<file path="src/rtl/unidad_control_mc_if.sv">
// Control-unit handshake bundle: IR contents and ALU flags in, datapath selects and enables out.
// mem_ready exists only when UC_STALL_EN is defined.
interface unidad_control_mc_if #(
  parameter int ALU_CTRL_W = 4
);
  logic [31:0]           inst;
  logic                  zero;
  logic                  lt;
  logic                  ltu;
`ifdef UC_STALL_EN
  logic                  mem_ready;
`endif
  logic                  pc_w;
  logic                  adr_src;
  logic                  inst_w;
  logic                  mem_w;
  logic                  reg_w;
  logic [1:0]            alu_src_a;
  logic [1:0]            alu_src_b;
  logic [2:0]            imm_src;
  logic [1:0]            result_src;
  logic [ALU_CTRL_W-1:0] alu_control;
  logic [1:0]            ltype;
  logic                  l_unsigned;
  logic [1:0]            stype;
  logic                  illegal;

  modport master (
`ifdef UC_STALL_EN
    input  mem_ready,
`endif
    input  inst, zero, lt, ltu,
    output pc_w, adr_src, inst_w, mem_w, reg_w, alu_src_a, alu_src_b, imm_src,
           result_src, alu_control, ltype, l_unsigned, stype, illegal
  );

  modport slave (
`ifdef UC_STALL_EN
    output mem_ready,
`endif
    output inst, zero, lt, ltu,
    input  pc_w, adr_src, inst_w, mem_w, reg_w, alu_src_a, alu_src_b, imm_src,
           result_src, alu_control, ltype, l_unsigned, stype, illegal
  );
endinterface

</file>
<file path="src/rtl/unidad_control_mc.sv">
// Multicycle RV32I control FSM: decodes the IR into datapath selects/enables one state per cycle.
// Optional UC_STALL_EN adds mem_ready, stretching FETCH/MEMREAD/MEMWRITE until memory completes.
module unidad_control_mc #(
  parameter int ALU_CTRL_W   = 4,
  parameter bit ILLEGAL_HALT = 1'b1
) (
  input  logic                 clk,
  input  logic                 rst,
  unidad_control_mc_if.master  bus
);

  typedef enum logic [3:0] {
    S_FETCH, S_DECODE, S_MEMADR, S_MEMREAD, S_MEMWB, S_MEMWRITE, S_EXECR, S_EXECI,
    S_LUI, S_AUIPC, S_ALUWB, S_BRANCH, S_JAL, S_JALR, S_LINK, S_ILLEGAL
  } state_t;

  localparam logic [6:0] OP_LOAD   = 7'b0000011;
  localparam logic [6:0] OP_STORE  = 7'b0100011;
  localparam logic [6:0] OP_R      = 7'b0110011;
  localparam logic [6:0] OP_I      = 7'b0010011;
  localparam logic [6:0] OP_LUI    = 7'b0110111;
  localparam logic [6:0] OP_AUIPC  = 7'b0010111;
  localparam logic [6:0] OP_BRANCH = 7'b1100011;
  localparam logic [6:0] OP_JAL    = 7'b1101111;
  localparam logic [6:0] OP_JALR   = 7'b1100111;

  localparam logic [3:0] ALU_ADD = 4'h0, ALU_SUB = 4'h1, ALU_AND = 4'h2, ALU_OR = 4'h3;
  localparam logic [3:0] ALU_XOR = 4'h4, ALU_SLL = 4'h5, ALU_SRL = 4'h6, ALU_SRA = 4'h7;
  localparam logic [3:0] ALU_SLT = 4'h8, ALU_SLTU = 4'h9, ALU_PASSB = 4'hA;

  localparam logic [2:0] IMM_I = 3'b000, IMM_S = 3'b001, IMM_B = 3'b010;
  localparam logic [2:0] IMM_U = 3'b011, IMM_J = 3'b100;

  state_t state_q, state_d;

  logic [6:0] opcode;
  logic [2:0] funct3;
  logic       f7_alt;
  logic       mem_ok;
  logic       unused_inst;

  assign opcode      = bus.inst[6:0];
  assign funct3      = bus.inst[14:12];
  assign f7_alt      = bus.inst[30];
  assign unused_inst = ^{bus.inst[31], bus.inst[29:15], bus.inst[11:7]};

`ifdef UC_STALL_EN
  assign mem_ok = bus.mem_ready;
`else
  assign mem_ok = 1'b1;
`endif

  // The alternate funct7 bit means sub only for register ops; shifts honour it for both forms.
  function automatic logic [3:0] alu_op(input logic [2:0] f3, input logic alt, input logic is_imm);
    logic [3:0] op;
    op = ALU_ADD;
    case (f3)
      3'b000: op = (alt && !is_imm) ? ALU_SUB : ALU_ADD;
      3'b001: op = ALU_SLL;
      3'b010: op = ALU_SLT;
      3'b011: op = ALU_SLTU;
      3'b100: op = ALU_XOR;
      3'b101: op = alt ? ALU_SRA : ALU_SRL;
      3'b110: op = ALU_OR;
      default: op = ALU_AND;
    endcase
    return op;
  endfunction

  logic       pc_w, adr_src, inst_w, mem_w, reg_w, l_unsigned, illegal;
  logic [1:0] alu_src_a, alu_src_b, result_src, ltype, stype;
  logic [2:0] imm_src;
  logic [3:0] alu_code;
  logic       br_taken, br_bad, size_bad, is_store;

  always_comb begin
    br_taken = 1'b0;
    br_bad   = 1'b0;
    case (funct3)
      3'b000:  br_taken = bus.zero;
      3'b001:  br_taken = !bus.zero;
      3'b100:  br_taken = bus.lt;
      3'b101:  br_taken = !bus.lt;
      3'b110:  br_taken = bus.ltu;
      3'b111:  br_taken = !bus.ltu;
      default: br_bad   = 1'b1;
    endcase
  end

  assign size_bad = (funct3[1:0] == 2'b11);
  assign is_store = (opcode == OP_STORE);

  always_comb begin
    state_d    = state_q;
    pc_w       = 1'b0;
    adr_src    = 1'b0;
    inst_w     = 1'b0;
    mem_w      = 1'b0;
    reg_w      = 1'b0;
    alu_src_a  = 2'b00;
    alu_src_b  = 2'b00;
    imm_src    = IMM_I;
    result_src = 2'b00;
    alu_code   = ALU_ADD;
    ltype      = 2'b00;
    l_unsigned = 1'b0;
    stype      = 2'b00;
    illegal    = 1'b0;
    case (state_q)
      S_FETCH: begin
        alu_src_b  = 2'b10;
        result_src = 2'b10;
        pc_w       = mem_ok;
        inst_w     = mem_ok;
        if (mem_ok) state_d = S_DECODE;
      end
      S_DECODE: begin
        alu_src_a = 2'b01;
        alu_src_b = 2'b01;
        imm_src   = (opcode == OP_JAL) ? IMM_J : IMM_B;
        case (opcode)
          OP_LOAD, OP_STORE: state_d = size_bad ? S_ILLEGAL : S_MEMADR;
          OP_R:      state_d = S_EXECR;
          OP_I:      state_d = S_EXECI;
          OP_LUI:    state_d = S_LUI;
          OP_AUIPC:  state_d = S_AUIPC;
          OP_BRANCH: state_d = S_BRANCH;
          OP_JAL:    state_d = S_JAL;
          OP_JALR:   state_d = S_JALR;
          default:   state_d = S_ILLEGAL;
        endcase
      end
      S_MEMADR: begin
        alu_src_a = 2'b10;
        alu_src_b = 2'b01;
        imm_src   = is_store ? IMM_S : IMM_I;
        if (is_store) begin
          stype   = funct3[1:0];
          state_d = S_MEMWRITE;
        end else begin
          ltype      = funct3[1:0];
          l_unsigned = funct3[2];
          state_d    = S_MEMREAD;
        end
      end
      S_MEMREAD: begin
        adr_src    = 1'b1;
        ltype      = funct3[1:0];
        l_unsigned = funct3[2];
        if (mem_ok) state_d = S_MEMWB;
      end
      S_MEMWB: begin
        result_src = 2'b01;
        reg_w      = 1'b1;
        ltype      = funct3[1:0];
        l_unsigned = funct3[2];
        state_d    = S_FETCH;
      end
      S_MEMWRITE: begin
        adr_src = 1'b1;
        mem_w   = 1'b1;
        stype   = funct3[1:0];
        if (mem_ok) state_d = S_FETCH;
      end
      S_EXECR: begin
        alu_src_a = 2'b10;
        alu_code  = alu_op(funct3, f7_alt, 1'b0);
        state_d   = S_ALUWB;
      end
      S_EXECI: begin
        alu_src_a = 2'b10;
        alu_src_b = 2'b01;
        alu_code  = alu_op(funct3, f7_alt, 1'b1);
        state_d   = S_ALUWB;
      end
      S_LUI: begin
        alu_src_b = 2'b01;
        imm_src   = IMM_U;
        alu_code  = ALU_PASSB;
        state_d   = S_ALUWB;
      end
      S_AUIPC: begin
        alu_src_a = 2'b01;
        alu_src_b = 2'b01;
        imm_src   = IMM_U;
        state_d   = S_ALUWB;
      end
      S_ALUWB: begin
        reg_w   = 1'b1;
        state_d = S_FETCH;
      end
      S_BRANCH: begin
        // alu_out still holds the target computed during DECODE.
        alu_src_a = 2'b10;
        alu_code  = ALU_SUB;
        pc_w      = br_taken && !br_bad;
        state_d   = br_bad ? S_ILLEGAL : S_FETCH;
      end
      S_JAL: begin
        alu_src_a = 2'b01;
        alu_src_b = 2'b10;
        pc_w      = 1'b1;
        state_d   = S_ALUWB;
      end
      S_JALR: begin
        alu_src_a  = 2'b10;
        alu_src_b  = 2'b01;
        result_src = 2'b10;
        pc_w       = 1'b1;
        state_d    = S_LINK;
      end
      S_LINK: begin
        alu_src_a = 2'b01;
        alu_src_b = 2'b10;
        state_d   = S_ALUWB;
      end
      default: begin
        illegal = 1'b1;
        state_d = ILLEGAL_HALT ? S_ILLEGAL : S_FETCH;
      end
    endcase
  end

  always_ff @(posedge clk or negedge rst) begin
    if (!rst) state_q <= S_FETCH;
    else      state_q <= state_d;
  end

  // Outputs are forced low for as long as reset is held, independent of the clock.
  assign bus.pc_w        = rst & pc_w;
  assign bus.adr_src     = rst & adr_src;
  assign bus.inst_w      = rst & inst_w;
  assign bus.mem_w       = rst & mem_w;
  assign bus.reg_w       = rst & reg_w;
  assign bus.alu_src_a   = rst ? alu_src_a  : 2'b00;
  assign bus.alu_src_b   = rst ? alu_src_b  : 2'b00;
  assign bus.imm_src     = rst ? imm_src    : 3'b000;
  assign bus.result_src  = rst ? result_src : 2'b00;
  assign bus.alu_control = rst ? ALU_CTRL_W'(alu_code) : '0;
  assign bus.ltype       = rst ? ltype      : 2'b00;
  assign bus.l_unsigned  = rst & l_unsigned;
  assign bus.stype       = rst ? stype      : 2'b00;
  assign bus.illegal     = rst & illegal;

endmodule
</file>
<file path="src/flat_wrapper.sv">
// flat-port wrapper written by rule: the top's interface ports become plain ports
module unidad_control_mc_flat 
#(
  parameter int ALU_CTRL_W   = 4,
  parameter bit ILLEGAL_HALT = 1'b1
)
  (clk, rst, bus_inst, bus_zero, bus_lt, bus_ltu, bus_pc_w, bus_adr_src, bus_inst_w, bus_mem_w, bus_reg_w, bus_alu_src_a, bus_alu_src_b, bus_imm_src, bus_result_src, bus_alu_control, bus_ltype, bus_l_unsigned, bus_stype, bus_illegal);
  unidad_control_mc_if #(.ALU_CTRL_W(ALU_CTRL_W)) bus_i ();
  input  logic clk;
  input  logic rst;
  input wire logic [$bits(bus_i.inst)-1:0] bus_inst;
  input wire logic [$bits(bus_i.zero)-1:0] bus_zero;
  input wire logic [$bits(bus_i.lt)-1:0] bus_lt;
  input wire logic [$bits(bus_i.ltu)-1:0] bus_ltu;
  output wire logic [$bits(bus_i.pc_w)-1:0] bus_pc_w;
  output wire logic [$bits(bus_i.adr_src)-1:0] bus_adr_src;
  output wire logic [$bits(bus_i.inst_w)-1:0] bus_inst_w;
  output wire logic [$bits(bus_i.mem_w)-1:0] bus_mem_w;
  output wire logic [$bits(bus_i.reg_w)-1:0] bus_reg_w;
  output wire logic [$bits(bus_i.alu_src_a)-1:0] bus_alu_src_a;
  output wire logic [$bits(bus_i.alu_src_b)-1:0] bus_alu_src_b;
  output wire logic [$bits(bus_i.imm_src)-1:0] bus_imm_src;
  output wire logic [$bits(bus_i.result_src)-1:0] bus_result_src;
  output wire logic [$bits(bus_i.alu_control)-1:0] bus_alu_control;
  output wire logic [$bits(bus_i.ltype)-1:0] bus_ltype;
  output wire logic [$bits(bus_i.l_unsigned)-1:0] bus_l_unsigned;
  output wire logic [$bits(bus_i.stype)-1:0] bus_stype;
  output wire logic [$bits(bus_i.illegal)-1:0] bus_illegal;
  assign bus_i.inst = bus_inst;
  assign bus_i.zero = bus_zero;
  assign bus_i.lt = bus_lt;
  assign bus_i.ltu = bus_ltu;
  assign bus_pc_w = bus_i.pc_w;
  assign bus_adr_src = bus_i.adr_src;
  assign bus_inst_w = bus_i.inst_w;
  assign bus_mem_w = bus_i.mem_w;
  assign bus_reg_w = bus_i.reg_w;
  assign bus_alu_src_a = bus_i.alu_src_a;
  assign bus_alu_src_b = bus_i.alu_src_b;
  assign bus_imm_src = bus_i.imm_src;
  assign bus_result_src = bus_i.result_src;
  assign bus_alu_control = bus_i.alu_control;
  assign bus_ltype = bus_i.ltype;
  assign bus_l_unsigned = bus_i.l_unsigned;
  assign bus_stype = bus_i.stype;
  assign bus_illegal = bus_i.illegal;
  unidad_control_mc #(.ALU_CTRL_W(ALU_CTRL_W), .ILLEGAL_HALT(ILLEGAL_HALT)) u_core (.clk(clk), .rst(rst), .bus(bus_i));
endmodule
</file>
<file path="config.mk">
export PLATFORM = sky130hd
export DESIGN_NAME = unidad_control_mc_flat
export DESIGN_NICKNAME = d
export VERILOG_FILES = /design/src/rtl/unidad_control_mc_if.sv /design/src/rtl/unidad_control_mc.sv /design/src/flat_wrapper.sv
export SDC_FILE = /design/constraint.sdc
export NUM_CORES = 1
export LEC_CHECK = 0
export CAP_MARGIN = 25
export CELL_PAD_IN_SITES_DETAIL_PLACEMENT = 1
export CELL_PAD_IN_SITES_GLOBAL_PLACEMENT = 1
export CORE_MARGIN = 2
export CORE_UTILIZATION = 22
export DETAILED_ROUTE_END_ITERATION = 7
export PLACE_DENSITY = 0.8
export SLEW_MARGIN = 30
export SYNTH_ARGS = -nofsm -noshare
export SYNTH_HDL_FRONTEND = slang
export SYNTH_SLANG_ARGS = --single-unit
</file>
<file path="constraint.sdc">
create_clock -name clk -period 2.1 [get_ports clk]
set_input_delay 0.315 -clock clk [delete_from_list [all_inputs] [get_ports clk]]
set_output_delay 0.315 -clock clk [all_outputs]
set_load 0.05 [all_outputs]
</file>
==> out/metrics.cfg, run 1 <==
[status]
run_status=finished, violations left
violations=setup timing

[setup_path]
worst-endpoint-required_ps=1780
rr_startpoint=u_core.state_q[2]
cp-start-kind=flop
cp-startpoint=u_core.state_q[0]
critPathCaptureType=primary output
ff2ff_setup_slack_ps=430
path_class=flop to primary output
critical_path_peak_fanout=6
cp_data_arrival_time_ps=1840

[placed_design]
gp_congestion=0.874
dp_hpwl_um=2760
placed_area_um2=1700
numPortBuffers=39
dp.cells=226

[layout]
fin_cells=232
regMostFlops=u_core.state_q
nets=223
final_cell_area_um2=1880
syn_to_final_growth_pct=123
fin_util_pct=51.3
largestRegisters=u_core.state_q x4
mostFrequentLayoutCells=buf_4, buf_12, nor2_1, clkdlybuf4s50_1, nand2_1
diodes=0
largest_register_ffs=4
drive_above_1_share_pct=44.0
n_fill_cell=422

[clock_tree]
insertion_delay_ps=210
cts.htree.levels=1
root_buffer=clkbuf_8
clkSinkCount=4
cts_tree=yes
cts_buffers=3
clockBufferDepth=2
cts_hold_buffers=0
clkTransAtPathRegs_ps=30

[global_routing]
grt_overflow=0
grt_max_degree=21
grt_pass1_vias=1268
antenna_found_initial=0
grt_usage_pct=16.7
grt_pass1_wl_um=5790

[timing]
holdWs_ps=529
maxSlewHeadroom_pct=78.8
finalSetupViolCount=6
rsz0062_at_grt=true
period_share_pct=103
drv_slew=0
fin_ws_ps=-59.3
fin_worst_skew_ps=1.38
min_period_ps=2160
tightest_slew_ps=314
hold_violations=0
fmax_mhz=463

[drt]
vias_per_cell=5.12
ant_nets=0
wl_per_cell_um=15.5
wl_um=3610
drt_iter0_drc=30
drc_errors=0
drt_first_pass_iters=4
vias=1188

[power_and_ir_drop]
seq_power_share_pct=7.7
power_frac_comb_pct=85.0
clock_power_share_pct=7.3
ir_worst_vdd_mv=0.565
p_per_area_nw_per_um2=1140
p_sw_share_pct=51.2
p_total_w=0.00215
switching_power_w=0.00110
intPower_w=0.00105
leakage_nw=0.772

[floorplan]
ios=61
die_w_um=65.9
die_y_um=65.9
die_area_um2=4340
core_um2=3660
start_util_pct=23.0
placementRows=22

[min_path]
hold_class=input port to async pin

[synthesis]
yosys_warnings=0
synthesis.area_um2=842
postSynthAreaPerCell_um2=6.74
synth-seq-cells=4
syn_inst=125
synth.distinct_cells=48
synth_nets=162
synth_seq_area_share_pct=11.9

[flow_run]
maxCapViolCount=0

[final timing paths]
kind                                      to  depth (start not counted)
setup / recovery                bus_stype[0]                          4
hold / removal             u_core.state_q[1]                          2
setup reg to reg           u_core.state_q[2]                          5
hold reg to reg            u_core.state_q[1]                          3
max in group asynchronous  u_core.state_q[0]                          2
min in group clk           u_core.state_q[1]                          3
[area by class of cell]
cell class                 instances  area, µm²  area share (%)
timing repair buffer              64        826            44.0
multi-input combinational        108        825            43.9
clock buffer                       3       41.3            2.20
inverter                           5       22.5            1.20
tap                               48       60.1            3.20
sequential                         4        103            5.47
[worst max-delay path, stage by stage, from the launching register on]
cell     delay, ps
dfrtp_2        430
or4b_4         570
nor3_4         260
o211a_1        230
buf_12         150
[synthesized netlist by cell type (all sizes together)]
library cell / instances / area [µm²]
dfrtp: 4 / 100
nor3: 7 / 46.3
or3: 1 / 6.26
nor3b: 1 / 7.51
inv: 4 / 15.0
a31oi: 7 / 50.1
or4b: 1 / 13.8
a211oi: 4 / 30.0
and2: 1 / 6.26
clkbuf: 1 / 3.75
nand3b: 2 / 15.0
nor2: 18 / 67.6
and2b: 1 / 7.51
o22a: 1 / 8.76
a2111oi: 1 / 8.76
nand2: 12 / 45.0
a311oi: 1 / 8.76
or4: 1 / 7.51
a41o: 1 / 10.0
buf: 7 / 33.8
a21oi: 6 / 30.0
mux2i: 1 / 10.0
o21ai: 4 / 23.8
nand3: 6 / 30.0
o31ai: 1 / 7.51
xnor2: 2 / 17.5
xor2: 2 / 17.5
nor4b: 1 / 8.76
or3b: 1 / 8.76
nor2b: 5 / 31.3
a31o: 1 / 8.76
a22oi: 1 / 7.51
o22ai: 1 / 6.26
o211a: 2 / 20.0
clkinv: 1 / 3.75
nand2b: 4 / 32.5
o21a: 3 / 22.5
and3: 1 / 6.26
a311o: 1 / 10.0
o2111ai: 1 / 8.76
and3b: 2 / 21.3
a22o: 2 / 17.5
[per-stage QoR]
stage          TNS (ps)  setup WS, ps
2_1_floorplan      -443          -125
3_3_place_gp          0          33.7
3_5_place_dp      -2.97         -2.97
4_1_cts            -337         -68.7
5_1_grt            -688          -119
6_report           -192         -59.3
[metal layers]
layer  part of all wire, %  global-route usage (%)  wire, µm
met1                    41                    19.1      1490
met2                    56                    32.4      2000
met3                   3.0                    3.24       107
met4                  0.19                    2.08         7
met5                     0                       0         0
[cell families after synthesis]
| group | Yosys count | share of synthesized area, % |
|---|---|---|
| buffers and inverters | 13 | 6.68 |
| DFF | 4 | 11.9 |
| AOI/OAI and AO/OA | 38 | 33.1 |
| and+or+nand+nor | 65 | 42.9 |
| muxes | 1 | 1.19 |
| xor gates and xnor gates | 4 | 4.16 |
[repair_timing]
item	in CTS	in global routing
buffers inserted	2	2
resized for setup	16	12
setup endpoints to repair	11	15
pin swaps	8	9
[power by group through the flow]
stage	registers, W	logic, W	clock network, W
6_report	0.000166	0.00183	0.000157
5_1_grt	0.000174	0.00193	0.000170
4_1_cts	0.000163	0.00178	0.000159
3_5_place_dp	0.000168	0.00167	0
3_3_place_gp	0.000161	0.00163	0
2_1_floorplan	0.000155	0.000965	0
No activity file was read; power rests on OpenSTA's default activity.
==> run 2: changes to the inputs <==
--- a/config.mk
+++ b/config.mk
@@ -10,8 +10,10 @@
 export CELL_PAD_IN_SITES_GLOBAL_PLACEMENT = 1
 export CORE_MARGIN = 2
 export CORE_UTILIZATION = 22
+export CTS_CLUSTER_SIZE = 24
 export DETAILED_ROUTE_END_ITERATION = 7
 export PLACE_DENSITY = 0.8
+export SKIP_CTS_REPAIR_TIMING = 1
 export SLEW_MARGIN = 30
 export SYNTH_ARGS = -nofsm -noshare
 export SYNTH_HDL_FRONTEND = slang
==> out/metrics.cfg, run 2 (synthesized netlist as in run 1, its figures left out) <==
[floorplan]
core_um2=3660  ; unchanged
placementRows=22  ; unchanged
die_area_um2=4340  ; unchanged
die_w_um=65.9  ; unchanged
start_util_pct=23.0  ; unchanged
ios=61  ; unchanged
die_y_um=65.9  ; unchanged

[layout]
diodes=0  ; unchanged
mostFrequentLayoutCells=buf_4, buf_12, nor2_1, clkdlybuf4s50_1, nand2_1
syn_to_final_growth_pct=123  ; about the same
regMostFlops=u_core.state_q
fin_util_pct=51.3  ; about the same
largest_register_ffs=4  ; unchanged
drive_above_1_share_pct=43.5  ; -0.54 points
largestRegisters=u_core.state_q x4
nets=223  ; unchanged
fin_cells=232  ; unchanged
final_common_cell=buf_4

[clock_tree]
root_buffer=clkbuf_8
cts_buffers=3  ; unchanged
insertion_delay_ps=210  ; about the same
cts_tree=yes
clkSinkCount=4  ; unchanged
clockBufferDepth=2  ; unchanged
cts.htree.levels=1  ; unchanged
clkTransAtPathRegs_ps=30  ; about the same

[drt]
wl_per_cell_um=15.4  ; -0.72%
drc_errors=0  ; unchanged
drt_first_pass_iters=4  ; unchanged
drt_iter0_drc=37  ; +23%
vias_per_cell=5.13  ; about the same
wl_um=3580  ; -0.72%
ant_nets=0  ; unchanged
vias=1189  ; +0.084%

[timing]
min_period_ps=2170  ; +9.15 ps
fmax_mhz=461  ; -0.42%
finalSetupViolCount=9  ; +3
drv_slew=0  ; unchanged
fin_ws_ps=-68.4  ; -9.15 ps
hold_violations=0  ; unchanged
period_share_pct=103  ; +0.44 points
maxSlewHeadroom_pct=78.0  ; -0.75 points
fin_worst_skew_ps=1.84  ; +0.454 ps
tightest_slew_ps=328  ; +13.7 ps
rsz0062_at_grt=true
setup_tns_ps=-343  ; -151 ps

[setup_path]
critical_path_peak_fanout=5  ; -1
worst-endpoint-required_ps=1780  ; about the same
critPathCaptureType=primary output
cp_data_arrival_time_ps=1850  ; about the same
path_class=flop to primary output
cp-start-kind=flop

[placed_design]
numPortBuffers=39  ; unchanged
dp_hpwl_um=2760  ; unchanged
gp_congestion=0.874  ; unchanged
dp.cells=226  ; unchanged

[power_and_ir_drop]
p_per_area_nw_per_um2=1150  ; +0.41%
p_sw_share_pct=50.9  ; -0.28 points
seq_power_share_pct=7.7  ; about the same
intPower_w=0.00106  ; +1.1%
ir_worst_vdd_mv=0.606  ; +7.3%
switching_power_w=0.00110  ; about the same
power_frac_comb_pct=85.1  ; about the same
clock_power_share_pct=7.2  ; about the same
leakage_nw=0.783  ; +1.5%

[global_routing]
grt_usage_pct=16.3  ; -0.46 points
grt_overflow=0  ; unchanged
grt_pass1_vias=1266  ; -0.16%
grt_pass1_wl_um=5640  ; -2.6%
grt_max_degree=21  ; unchanged
antenna_found_initial=0  ; unchanged

[status]
run_status=finished, violations left
violations=setup timing

[flow_run]
maxCapViolCount=0  ; unchanged

[min_path]
hold_class=input port to async pin

==> run 2: final timing paths <==
| kind | from | endpoint | slack, ps | cells past startpoint |
|---|---|---|---|---|
| min in group clk | u_core.state_q[3] | u_core.state_q[1] | 770 | 3 |
| setup reg to reg | u_core.state_q[2] | u_core.state_q[2] | 460 | 5 |
| hold reg to reg | u_core.state_q[3] | u_core.state_q[1] | 770 | 3 |
| hold / removal | rst | u_core.state_q[1] | 470 | 2 |
| max in group asynchronous | rst | u_core.state_q[2] | 1450 | 2 |
| setup / recovery | u_core.state_q[0] | bus_stype[0] | -70 | 4 |
==> run 2: stage by stage <==
| step | instance area [µm²] | hold WS [ps] | power (W) | worst slack, ps |
|---|---|---|---|---|
| after floorplan | 881 | 19.4 | 0.00112 | -125 |
| after global placement | 1700 | 690 | 0.00179 | 33.7 |
| after detailed placement | 1700 | 698 | 0.00184 | -2.97 |
| after CTS | 1740 | 472 | 0.00201 | -191 |
| after global routing | 1880 | 504 | 0.00228 | -143 |
| final | 1880 | 470 | 0.00216 | -68.4 |
==> run 2: worst max-delay path, stage by stage (launching register included) <==
cell and delay (ps):
dfrtp_1 410, or4b_4 600, nor3_4 270, o211a_1 220, buf_12 150
==> run 2: power by group through the flow <==
stage                     clock network (W)  registers (W)  logic [W]
after floorplan                           0       0.000155   0.000965
after global placement                    0       0.000161    0.00163
after detailed placement                  0       0.000168    0.00167
after CTS                          0.000159       0.000167    0.00168
after global routing               0.000167       0.000174    0.00194
final                              0.000155       0.000167    0.00184
==> run 2: layer usage <==
| layer | GRT usage [%] | wire (µm) | vias to the layer above |
|---|---|---|---|
| met3 | 3.24 | 133 | 4 |
| met4 | 2.86 | 25 | 0 |
| met5 | 0 | 0 | - |
| li1 | - | - | 583 |
| met1 | 18.0 | 1520 | 565 |
| met2 | 31.8 | 1900 | 37 |
==> run 2: layout make-up <==
type	instances	area, µm²
Fill cell	427	1780
Timing Repair Buffer	64	835
Multi-Input combinational cell	108	822
Sequential cell	4	101
Tap cell	48	60.1
Clock buffer	3	41.3
Inverter	5	18.8
==> run 3: changes to the inputs <==
--- a/config.mk
+++ b/config.mk
@@ -10,6 +10,7 @@
 export CELL_PAD_IN_SITES_GLOBAL_PLACEMENT = 1
 export CORE_MARGIN = 2
 export CORE_UTILIZATION = 22
+export CTS_BUF_LIST = sky130_fd_sc_hd__clkbuf_4 sky130_fd_sc_hd__clkbuf_8 sky130_fd_sc_hd__clkbuf_16
 export CTS_CLUSTER_SIZE = 24
 export DETAILED_ROUTE_END_ITERATION = 7
 export PLACE_DENSITY = 0.8
==> results of run 3 <==
Same layout as run 2: the final DEF is identical, and so are final timing and power.
